===== src/rtl/dsp_pkg.sv =====
// dsp_pkg: opmode bit positions, X/Z mux codes and string parameter values for the DSP48A1 slice.
package dsp_pkg;
  localparam int OP_PRE_EN = 4;
  localparam int OP_CIN = 5;
  localparam int OP_PRE_SUB = 6;
  localparam int OP_POST_SUB = 7;
  localparam logic [1:0] X_ZERO = 2'd0, X_M = 2'd1, X_P = 2'd2, X_DAB = 2'd3;
  localparam logic [1:0] Z_ZERO = 2'd0, Z_PCIN = 2'd1, Z_P = 2'd2, Z_C = 2'd3;
  localparam int STR_W = 56;
  localparam logic [STR_W-1:0] CARRYINSEL_OPMODE5 = STR_W'("OPMODE5");
  localparam logic [STR_W-1:0] CARRYINSEL_CARRYIN = STR_W'("CARRYIN");
  localparam logic [STR_W-1:0] B_INPUT_DIRECT = STR_W'("DIRECT");
  localparam logic [STR_W-1:0] B_INPUT_CASCADE = STR_W'("CASCADE");
endpackage


===== src/rtl/dsp_reg_mux.sv =====
// dsp_reg_mux: pipeline stage with sync clear, clock enable and a bypass when REG=0.
module dsp_reg_mux
  import dsp_pkg::*;
#(
  parameter int WIDTH = 18,
  parameter bit REG = 1'b1
) (
  input  logic             clk,
  input  logic             rst_n,
  input  logic             rst,
  input  logic             ce,
  input  logic [WIDTH-1:0] d,
  output logic [WIDTH-1:0] q
);
  logic [WIDTH-1:0] r_d, r_q;
  always_comb r_d = rst ? '0 : ce ? d : r_q;
  always_ff @(posedge clk or negedge rst_n)
    if (!rst_n) r_q <= '0;
    else r_q <= r_d;
  assign q = REG ? r_q : d;
endmodule


===== src/rtl/dsp48a1_slice.sv =====
// dsp48a1_slice: pre-adder, 18x18 multiplier and 48-bit post-adder/accumulator with bypassable stages.
// Define DSP_BCIN_CASCADE_EN to let B_INPUT="CASCADE" select BCIN; otherwise B always comes from the B port.
module dsp48a1_slice
  import dsp_pkg::*;
#(
  parameter bit A0REG = 1'b0,
  parameter bit A1REG = 1'b1,
  parameter bit B0REG = 1'b0,
  parameter bit B1REG = 1'b1,
  parameter bit CREG = 1'b1,
  parameter bit DREG = 1'b1,
  parameter bit MREG = 1'b1,
  parameter bit PREG = 1'b1,
  parameter bit CARRYINREG = 1'b1,
  parameter bit CARRYOUTREG = 1'b1,
  parameter bit OPMODEREG = 1'b1,
  parameter logic [STR_W-1:0] CARRYINSEL = CARRYINSEL_OPMODE5,
  parameter logic [STR_W-1:0] B_INPUT = B_INPUT_DIRECT
) (
  input  logic        clk,
  input  logic        rst_n,
  input  logic [17:0] A,
  input  logic [17:0] B,
  input  logic [17:0] D,
  input  logic [47:0] C,
  input  logic        carryin,
  input  logic [7:0]  opmode,
  input  logic [17:0] BCIN,
  input  logic [47:0] PCIN,
  input  logic        RSTA, RSTB, RSTC, RSTD, RSTM, RSTP, RSTCARRYIN, RSTOPMODE,
  input  logic        CEA, CEB, CEC, CED, CEM, CEP, CECARRYIN, CEOPMODE,
  output logic [17:0] BCOUT,
  output logic [47:0] PCOUT,
  output logic [47:0] P,
  output logic [35:0] M,
  output logic        CARRYOUT,
  output logic        CARRYOUTF
);
  logic [17:0] b_src, a0, a1, b0, b1, dr, pre;
  logic [47:0] cr, pr, x, z;
  logic [35:0] mr;
  logic [7:0]  op;
  logic        cin_src, cin, co;
  logic [48:0] sum;
`ifdef DSP_BCIN_CASCADE_EN
  assign b_src = (B_INPUT == B_INPUT_CASCADE) ? BCIN : B;
  logic unused_ok;
  assign unused_ok = ^{carryin, CARRYINSEL};
`else
  assign b_src = B;
  logic unused_ok;
  assign unused_ok = ^{BCIN, B_INPUT, carryin, CARRYINSEL};
`endif
  assign cin_src = (CARRYINSEL == CARRYINSEL_CARRYIN) ? carryin : opmode[OP_CIN];
  dsp_reg_mux #(.WIDTH(18), .REG(A0REG)) u_a0 (.clk, .rst_n, .rst(RSTA), .ce(CEA), .d(A), .q(a0));
  dsp_reg_mux #(.WIDTH(18), .REG(A1REG)) u_a1 (.clk, .rst_n, .rst(RSTA), .ce(CEA), .d(a0), .q(a1));
  dsp_reg_mux #(.WIDTH(18), .REG(B0REG)) u_b0 (.clk, .rst_n, .rst(RSTB), .ce(CEB), .d(b_src), .q(b0));
  dsp_reg_mux #(.WIDTH(18), .REG(B1REG)) u_b1 (.clk, .rst_n, .rst(RSTB), .ce(CEB), .d(pre), .q(b1));
  dsp_reg_mux #(.WIDTH(18), .REG(DREG)) u_d (.clk, .rst_n, .rst(RSTD), .ce(CED), .d(D), .q(dr));
  dsp_reg_mux #(.WIDTH(48), .REG(CREG)) u_c (.clk, .rst_n, .rst(RSTC), .ce(CEC), .d(C), .q(cr));
  dsp_reg_mux #(.WIDTH(8), .REG(OPMODEREG)) u_op (.clk, .rst_n, .rst(RSTOPMODE), .ce(CEOPMODE), .d(opmode), .q(op));
  dsp_reg_mux #(.WIDTH(36), .REG(MREG)) u_m (.clk, .rst_n, .rst(RSTM), .ce(CEM), .d(b1 * a1), .q(mr));
  dsp_reg_mux #(.WIDTH(1), .REG(CARRYINREG)) u_cin (.clk, .rst_n, .rst(RSTCARRYIN), .ce(CECARRYIN), .d(cin_src), .q(cin));
  dsp_reg_mux #(.WIDTH(48), .REG(PREG)) u_p (.clk, .rst_n, .rst(RSTP), .ce(CEP), .d(sum[47:0]), .q(pr));
  dsp_reg_mux #(.WIDTH(1), .REG(CARRYOUTREG)) u_co (.clk, .rst_n, .rst(RSTP), .ce(CEP), .d(sum[48]), .q(co));
  always_comb begin
    pre = !op[OP_PRE_EN] ? b0 : op[OP_PRE_SUB] ? dr - b0 : dr + b0;
    x = (op[1:0] == X_ZERO) ? '0 : (op[1:0] == X_M) ? {12'd0, mr} : (op[1:0] == X_P) ? pr : {dr[11:0], a1, b1};
    z = (op[3:2] == Z_ZERO) ? '0 : (op[3:2] == Z_PCIN) ? PCIN : (op[3:2] == Z_P) ? pr : cr;
    sum = op[OP_POST_SUB] ? {1'b0, z} - ({1'b0, x} + 49'(cin)) : {1'b0, z} + {1'b0, x} + 49'(cin);
  end
  assign BCOUT = b1;
  assign M = mr;
  assign P = pr;
  assign PCOUT = pr;
  assign CARRYOUT = co;
  assign CARRYOUTF = co;
endmodule


===== config.mk =====
export PLATFORM = sky130hd
export DESIGN_NAME = dsp48a1_slice
export DESIGN_NICKNAME = d
export VERILOG_FILES = /design/src/rtl/dsp_pkg.sv /design/src/rtl/dsp_reg_mux.sv /design/src/rtl/dsp48a1_slice.sv
export SDC_FILE = /design/constraint.sdc
export NUM_CORES = 2
export LEC_CHECK = 0
export ABC_CLOCK_PERIOD_IN_PS = 9090
export BUFFER_PORTS_ARGS = -buffer_cell sky130_fd_sc_hd__buf_2
export CAP_MARGIN = 25
export CORE_MARGIN = 1
export CORE_UTILIZATION = 30
export CTS_CLUSTER_DIAMETER = 50
export DETAILED_ROUTE_END_ITERATION = 10
export PLACE_DENSITY = 0.59
export SKIP_LAST_GASP = 1
export SYNTH_ARGS = -nofsm -noshare
export SYNTH_HDL_FRONTEND = slang
export SYNTH_SLANG_ARGS = --single-unit

===== constraint.sdc =====
create_clock -name clk -period 9.09 [get_ports clk]
set_clock_uncertainty 0.05 [all_clocks]
set_input_delay 0.909 -clock clk [delete_from_list [all_inputs] [get_ports clk]]
set_output_delay 0.909 -clock clk [all_outputs]
set_load 0.03 [all_outputs]

==> flow_metrics.env <==
export IMPL_clock_latency_ps=520
export IMPL_pre_cts_slack_ps=1600
export IMPL_period_minus_slack_ps=7580
export IMPL_path_buf_inv=5
export IMPL_routed_wl_mm=94.7
export IMPL_synth_edf_count=0
export IMPL_powerDensity_mw_per_mm2=127
export IMPL_setup_tns_ps=0
export IMPL_hpwl_mm=73.3
export IMPL_cp_common_cell="fa_1"
export IMPL_hold_buffers=0
export IMPL_setup_viol=0
export IMPL_maxSlewViolCount=0
export IMPL_fin_crit_sh=0.833
export IMPL_cts_root_buf="clkbuf_16"
export IMPL_path_cells="buf_4 -> and2_1 -> fa_1 -> inv_1 -> fa_1 -> fa_1 -> fa_1 -> inv_1 -> fa_1 -> inv_1 -> fa_1 -> inv_1 -> ha_1 -> a211o_1 -> or4_1 -> and3_1 -> o21ai_2 -> o21ai_1 -> a31o_2 -> o21a_1 -> or3_1 -> nand3_1 -> a21oi_1"
export IMPL_fmax_mhz=132
export IMPL_cts_path_max_buffers=2
export IMPL_run_status="complete, no violations"
export IMPL_synthXorXnorAreaFrac=0.0423
export IMPL_yosysUniqueCellTypes=73
export IMPL_cts_repair_timing_setup_buffer_count=0
export IMPL_drv_cap=0
export IMPL_synth_fa_ha_area_frac=0.304
export IMPL_place_gp_congestion=0.902
export IMPL_overflow=0
export IMPL_report_final_hold_viol_count=0
export IMPL_postSynthAreaPerCell_sq_um=8.57
export IMPL_rsz0062_at_grt="no"
export IMPL_critical_path_class="register to register"
export IMPL_synthMuxAreaShare=0.0848
export IMPL_clock_sinks=195
export IMPL_port_buffers=327
export IMPL_path_depth=23
export IMPL_grt_pass1_wl_mm=145
export IMPL_synthSimpleGateAreaFrac=0.145
export IMPL_crit_fanout=12
export IMPL_grt_usage=0.200
export IMPL_die_area_sq_mm=0.0952
export IMPL_final_nets=4153
export IMPL_grt_max_degree=104
export IMPL_clkTransAtPathRegs_ps=100
export IMPL_syn_nets=4011
export IMPL_postRouteAntennaNets=0
export IMPL_tightest_slew_ps=1010
export IMPL_syn_area_sq_mm=0.0282
export IMPL_ioPinCount=347
export IMPL_yosys_top_cells_area="fa_1 19%, dfrtp_1 17%, ha_1 12%"
export IMPL_seq_area_sq_mm=0.00488
export IMPL_worstPathRequired_ps=9410
export IMPL_crit_path_end_kind="register"
export IMPL_reg2reg_depth=23
export IMPL_wire_per_inst_um=20.2
export IMPL_ir_worst_vdd_v=0.000140
export IMPL_cp_slowest_cell="dfrtp_1"
export IMPL_cts_tree="done"
export IMPL_h_tree_depth=4
export IMPL_ys_ff_latch=195
export IMPL_core_sq_mm=0.0932
export IMPL_p_leak_nw=16.1
export IMPL_num_fill_cells=9830
export IMPL_crit_path_start_kind="register"
export IMPL_synth_compound_area_frac=0.154
export IMPL_postCtsResizedCells=0
export IMPL_synth_top_area_share=0.185
export IMPL_numCtsBuffers=17
export IMPL_viasPerCell=5.11
export IMPL_first_iter_violations=1726
export IMPL_grt_pass1_vias=23639
export IMPL_max_slew_margin=0.325
export IMPL_drc=0
export IMPL_syn_inst=3288
export IMPL_worstSetupStartpoint="u_b1.q[7]$_DFFE_PN0P_"
export IMPL_yosys_area_top_type="fa_1"
export IMPL_setup_slack_ps=1510
export IMPL_cpLargestDelayFamily="adder cells"
export IMPL_die_x_um=309
export IMPL_start_util=0.303
export IMPL_row_count=112
export IMPL_synthArstFlopShare=1.00
export IMPL_worstPathArrival_ps=7900
export IMPL_die_h_um=309
export IMPL_reg2reg_from="u_b1.q[7]$_DFFE_PN0P_"
export IMPL_hold_path_class="input pin to async pin"
export IMPL_synth_top_family_by_area="adder cells"
export IMPL_antenna_found_initial=5
export IMPL_cpPeakStageDelay_ps=850
export IMPL_ys_warn_count=0
export IMPL_dr_pass1_iters=5
export IMPL_synth_ff_type="dfrtp_1"
export IMPL_drive_gt1_frac=0.148
export IMPL_multi_input_area_sq_mm=0.0206
export IMPL_ys_seq_area_frac=0.173
export IMPL_vias=23991
export IMPL_area_delta_synth_final_pct=11.1
-- logic make-up after synthesis --
family | count (synthesis)
flops | 195
compound gates | 633
xor+xnor | 136
buf+inv | 678
fa+ha+maj | 528
mux | 228
simple gates | 890
-- placed cells by master (no fill, tap or decap), drive strengths merged, types with 51 or more instances in the layout --
cell	instances
a21o	74
a21oi	157
a22o	82
and2	141
buf	363
dfrtp	195
fa	261
ha	267
inv	443
mux2	86
mux2i	142
nand2	301
nor2	270
o21ai	109
xnor2	85
xor2	51
-- synthesized netlist by cell type (all sizes together) (18+ instances only) --
master  number
nand2b      19
dfrtp      195
o21a        22
nor2       270
o21bai      18
nand3       38
xor2        51
a22o        82
inv        438
a21oi      157
nor2b       33
o21ai      109
mux2i      142
xnor2       85
fa         261
a31oi       21
a21o        74
ha         267
and2       141
buf         71
a211oi      50
nand2      301
mux2        86
clkbuf     169
nor3        24
-- routing by layer --
| metal | routed length [um] | track usage | up-vias |
|---|---|---|---|
| met2 | 42800 | 0.318 | 856 |
| met4 | 2360 | 0.0588 | 6 |
| met3 | 7030 | 0.0392 | 142 |
| li1 | - | - | 11131 |
| met1 | 42400 | 0.274 | 11856 |
| met5 | 37 | 0 | - |
-- power breakdown --
part	switching, mW	internal [mW]	leakage [nW]
Clock	0.420	0.486	0.320
Combinational	1.21	0.757	13.2
Sequential	0.157	0.936	2.60
Total	1.78	2.18	16.1
-- area by class of cell --
type / count / share of cell area
multi-input cells: 2415 / 0.658
flip-flops and latches: 195 / 0.156
repair buffers: 363 / 0.0623
inverters: 438 / 0.0525
well taps: 1254 / 0.0501
clock buffers: 19 / 0.0145
clock inverters: 13 / 0.00683
diodes: 1 / 0.0000799
-- registers in the layout, summed over array words and instances, names as in the netlist --
| register | flops |
|---|---|
| u_c.q | 48 |
| u_p.q | 48 |
| u_m.q | 36 |
| u_a1.q | 18 |
| u_b1.q | 18 |
| u_d.q | 18 |
| u_op.q | 7 |
| u_cin.q | 1 |
| u_co.q | 1 |
-- final timing paths --
check	end	slack (ps)
min in group clk	u_c.q[4]$_DFFE_PN0P_	470
worst max-delay path	u_m.q[32]$_DFFE_PN0P_	1510
worst min register to register	u_c.q[4]$_DFFE_PN0P_	470
worst max register to register	u_m.q[32]$_DFFE_PN0P_	1510
worst min-delay path	u_d.q[0]$_DFFE_PN0P_	320
max in group asynchronous	u_op.q[1]$_DFFE_PN0P_	7490
-- worst register-to-register path, delay by kind of cell (launching register included) --
kind	cells	cell delay (ps)
AO/OA/AOI/OAI	6	1420
adder cells (fa/ha/maj)	7	3190
buffers and inverters	5	560
flip-flops	1	850
AND/OR/NAND/NOR	5	1370
-- stage by stage --
step / std cells / hold slack [ps] / instance area, sq um / util / power (mW)
after floorplan: 3288 / 430 / 28200 / - / 2.46
after global placement: 4664 / 448 / 30600 / 0.328 / 3.05
after detailed placement: 4664 / 454 / 30600 / 0.328 / 3.06
after CTS: 4696 / 367 / 31300 / 0.336 / 3.98
after global routing: 4697 / 365 / 31300 / 0.336 / 4.24
final: 4698 / 320 / 31300 / 0.336 / 3.96
Power figures use the tool's default switching activity.
